`src/rtl/serial_subtractor.sv`:
```
// Bit-serial LSB-first N-bit subtractor: one full-subtractor cell, N cycles per result.
// Define SERIAL_SUB_ADD_EN to add the op port (0 = subtract, 1 = add).
module serial_subtractor #(
  parameter int N = 4
) (
  input  logic         clk,
  input  logic         rst_n,
  input  logic         start,
  input  logic [N-1:0] x,
  input  logic [N-1:0] y,
`ifdef SERIAL_SUB_ADD_EN
  input  logic         op,
`endif
  output logic         busy,
  output logic         done,
  output logic [N-1:0] d,
  output logic         borrow,
  output logic         overflow
);

  localparam int CW = $clog2(N);

  typedef enum logic [1:0] {
    S_IDLE,
    S_RUN,
    S_DONE
  } state_t;

  state_t         r_state;
  state_t         w_state_nxt;
  logic [N-1:0]   r_x;
  logic [N-1:0]   r_y;
  logic [CW-1:0]  r_cnt;
  logic           r_b;
  logic [N-1:0]   r_d;
  logic           r_borrow;
  logic           r_ovf;

  logic           w_xi;
  logic           w_yi;
  logic           w_bit;
  logic           w_b_nxt;
  logic           w_last;
  logic           w_accept;

  assign w_xi     = r_x[0];
  assign w_yi     = r_y[0];
  assign w_bit    = w_xi ^ w_yi ^ r_b;
  assign w_last   = (r_cnt == CW'(N - 1));
  assign w_accept = start && (r_state != S_RUN);

`ifdef SERIAL_SUB_ADD_EN
  logic r_op;

  assign w_b_nxt = r_op ? ((w_xi & w_yi) | ((w_xi ^ w_yi) & r_b))
                        : ((~w_xi & w_yi) | (~(w_xi ^ w_yi) & r_b));
`else
  assign w_b_nxt = (~w_xi & w_yi) | (~(w_xi ^ w_yi) & r_b);
`endif

  always_comb begin
    w_state_nxt = r_state;
    case (r_state)
      S_IDLE:  if (start) w_state_nxt = S_RUN;
      S_RUN:   if (w_last) w_state_nxt = S_DONE;
      S_DONE:  w_state_nxt = start ? S_RUN : S_IDLE;
      default: w_state_nxt = S_IDLE;
    endcase
  end

  always_ff @(posedge clk or negedge rst_n) begin
    if (!rst_n) begin
      r_state <= S_IDLE;
    end else begin
      r_state <= w_state_nxt;
    end
  end

  // Result bits shift into the vacated MSB of the minuend register, so after
  // N shifts r_x holds the difference; the final load merges the last bit.
  always_ff @(posedge clk or negedge rst_n) begin
    if (!rst_n) begin
      r_x      <= '0;
      r_y      <= '0;
      r_cnt    <= '0;
      r_b      <= 1'b0;
      r_d      <= '0;
      r_borrow <= 1'b0;
      r_ovf    <= 1'b0;
    end else if (w_accept) begin
      r_x   <= x;
      r_y   <= y;
      r_cnt <= '0;
      r_b   <= 1'b0;
    end else if (r_state == S_RUN) begin
      r_x   <= {w_bit, r_x[N-1:1]};
      r_y   <= {1'b0, r_y[N-1:1]};
      r_b   <= w_b_nxt;
      r_cnt <= r_cnt + CW'(1);
      if (w_last) begin
        r_d      <= {w_bit, r_x[N-1:1]};
        r_borrow <= w_b_nxt;
        r_ovf    <= r_b ^ w_b_nxt;
      end
    end
  end

`ifdef SERIAL_SUB_ADD_EN
  always_ff @(posedge clk or negedge rst_n) begin
    if (!rst_n) begin
      r_op <= 1'b0;
    end else if (w_accept) begin
      r_op <= op;
    end
  end
`endif

  assign busy     = (r_state == S_RUN);
  assign done     = (r_state == S_DONE);
  assign d        = r_d;
  assign borrow   = r_borrow;
  assign overflow = r_ovf;

endmodule

```
`config.mk`:
```
export PLATFORM = sky130hd
export DESIGN_NAME = serial_subtractor
export DESIGN_NICKNAME = d
export VERILOG_FILES = /design/src/rtl/serial_subtractor.sv
export SDC_FILE = /design/constraint.sdc
export NUM_CORES = 1
export LEC_CHECK = 0
export ABC_AREA = 0
export ABC_CLOCK_PERIOD_IN_PS = 1700
export CAP_MARGIN = 20
export CORE_MARGIN = 2
export CORE_UTILIZATION = 30
export CTS_CLUSTER_SIZE = 25
export DETAILED_ROUTE_END_ITERATION = 16
export SYNTH_ARGS = -nofsm -noshare
export SYNTH_HDL_FRONTEND = slang
export SYNTH_SLANG_ARGS = --single-unit
```
`constraint.sdc`:
```
create_clock -name clk -period 1.7 [get_ports clk]
set_input_delay 0.34 -clock clk [delete_from_list [all_inputs] [get_ports clk]]
set_output_delay 0.34 -clock clk [all_outputs]
set_load 0.05 [all_outputs]
```
==> reports/summary.txt <==
outcome - complete, no violations
hold buffers post-CTS - 0
total track usage - 0.100
post-CTS setup buffer count - 0
Max Fanout on Critical Path - 4
synth top area cells - dfrtp_1, mux2_4, mux2_2
Synth Net Count - 75
Sw Share - 0.394
worst relative slew slack - 0.737
power share of the clock group - 0.097
Row Count - 19
initial antenna violation count - 0
Adder-Cell Fraction of Synth Area - 0.0357
Post-DRT Antenna Nets - 0
Cell Pwr Density - 1910 nW/um2
leakage - 0.000573 uW
flop-to-flop setup slack - 0.27 ns
Worst setup SP type - register
area grow syn2layout - 30.2%
clock buffer depth - 2
CTS resizes - 0
Finished Core Util - 0.419
# diodes - 0
Final setup viols - 0
vias in the first global route - 523
total length of routed met2 wires - 743 um
TritonCTS clock tree - yes
reg-to-reg startpoint - r_cnt[0]$_DFFE_PN0P_
Max Fclk - 686 MHz
IO Port Bufs - 18
WL met3 - 76 um
Max Slew Vio Count - 0
max_cap viols - 0
Multi-input gate area - 394 um2
multiplexer share of the synthesized area - 0.332
synthesized area - 911 um2
crit end category - output pin
Tcrit/Tclk final - 0.857
number of vias per cell - 4.56
clk slew on worst S/H paths - 0.11 ns
placed insts - 113
Mean Syn Cell Area - 14.7 um2
total congestion overflow - 0
Yosys top cell by area - dfrtp_1
top layer reached by signal wires - met4
switching power - 891 uW
Setup TNS - 0 ns
DRT met1 WL - 688 um
Die Ht - 59.1 um
WL/cell - 13.2 um
register area share after synthesis - 0.522
layout cells sized above 1 - 0.419
Placement Cell Area - 1160 um2
CTS buffer count - 3
Mapped Cells - 62
RR Endpoint - d[0]$_DFFE_PN0P_
# IOs - 19
Yosys cell types - 16
Routed Wire Length - 1540 um
vias - 534
Crit Path Class - reg -> out
Root Driver - clkbuf_4
Int Pwr - 1370 uW
area share of the largest cell type after synthesis - 0.522
DRC errors left - 0
Flop pwr share - 0.352
clk_lat worst skew - 0.29 ns
complex-gate fraction of the synthesized area - 0.00687
Final nets - 100
Die X - 59.1 um
combinational power share - 0.551
final cell count without fillers - 117
largest family of logic cells by synthesized area - multiplexers
Clock Sinks - 19
min-delay worst type - in -> async
CP Data Required Time - 1.36 ns
peak supply drop - 0.000491 V
CTS H-tree lvls - 1
yosys warns - 0
flip-flop and latch area - 475 um2
Synth Register Bits - 19
worst r2r path cells - 3
Synth Area in XOR/XNOR - 0.00962
first-pass GRT wire length - 2470 um
Synth Area in Simple Gates - 0.0481
Worst Tran Pin Value - 0.393 ns
WP data arrival - 1.12 ns
RSZ-0062 raised after global routing - no
FILL cells - 267
DP HPWL - 1130 um
GPL Wtd Cong - 0.660
final instance area - 1190 um2
Die Footprint - 3490 um2
initial DRC count - 10
Tmin final - 1.46 ns
Fin. Hold Viols - 0
largest net degree at the start of global routing - 20
clock skew - 0.00874 ns
Starting Density - 0.322
core area - 2830 um2
DRT Pass-1 Iters - 4
[routing by layer]
layer	vias to the layer above	GRT usage
met4	0	0.0487
met5	-	0
met2	13	0.160
met1	259	0.119
li1	260	-
met3	2	0.0349
[flip-flops by register name (all words and copies together), names as in the netlist]
signal	flops
r_b	1
borrow	1
r_y	4
overflow	1
r_x	4
r_state	2
r_cnt	2
d	4
[through the flow]
step           setup WS, ns  hold WS [ns]  power, uW
2_1_floorplan         0.271        0.0444       1700
3_3_place_gp        0.00825         0.478       2040
3_5_place_dp        -0.0120         0.483       2070
4_1_cts               0.212         0.372       2300
5_1_grt               0.159         0.365       2420
6_report              0.242         0.376       2260
[cell usage after synthesis, drive strengths merged]
cell,n
xnor2,1
nand3b,1
dfrtp,19
mux2i,4
nand2b,3
nor2b,1
fa,1
inv,6
o22ai,1
nor2,1
mux2,20
and2b,1
buf,2
ha,1
[cell type report]
class,instances,share of cell area
repair buffers,22,0.192
inverters,6,0.0190
clock inverters,1,0.00422
multi-input cells,35,0.332
well taps,31,0.0327
flip-flops and latches,19,0.401
clock buffers,3,0.0190
[worst max-delay path, cell delays in order, from the launching register on]
cell and delay, ns:
dfrtp_1 0.43, nor2b_1 0.23, buf_12 0.17
[power by group through the flow]
| stage | logic, uW | clock network, uW | registers, uW |
|---|---|---|---|
| 2_1_floorplan | 677 | 0 | 1020 |
| 3_3_place_gp | 1240 | 0 | 805 |
| 3_5_place_dp | 1260 | 0 | 808 |
| 4_1_cts | 1270 | 235 | 801 |
| 5_1_grt | 1340 | 253 | 828 |
| 6_report | 1250 | 219 | 795 |
[placed cells by master, fill, tap and decap left out]
master / instances
mux2_2: 10
o22ai_1: 1
clkbuf_4: 3
clkdlybuf4s50_1: 10
buf_4: 9
nand2b_1: 3
mux2i_1: 4
nor2b_1: 1
ha_1: 1
xnor2_1: 1
inv_1: 6
and2b_1: 1
fa_1: 1
dfrtp_1: 19
clkinv_2: 1
buf_12: 3
nor2_1: 1
nand3b_1: 1
mux2_4: 10
[worst max path at each step]
stage                         end                   start  depth (start not counted)  slack [ns]
6_report                     done  r_state[0]$_DFFE_PN0P_                          2        0.24
5_1_grt                      busy  r_state[1]$_DFFE_PN0P_                          3        0.16
4_1_cts                      done  r_state[0]$_DFFE_PN0P_                          2        0.21
3_5_place_dp   r_x[1]$_DFFE_PN0P_                   start                          4       -0.01
3_3_place_gp   r_x[1]$_DFFE_PN0P_                   start                          4       0.008
2_1_floorplan                done  r_state[0]$_DFFE_PN0P_                          1        0.27
[logic make-up after synthesis]
| kind of cell | after synthesis |
|---|---|
| AOI/OAI and AO/OA | 1 |
| DFF | 19 |
| and+or+nand+nor | 7 |
| xor gates and xnor gates | 1 |
| muxes | 24 |
| buffers and inverters | 8 |
| adders and majority gates | 2 |
Power figures use the tool's default switching activity.
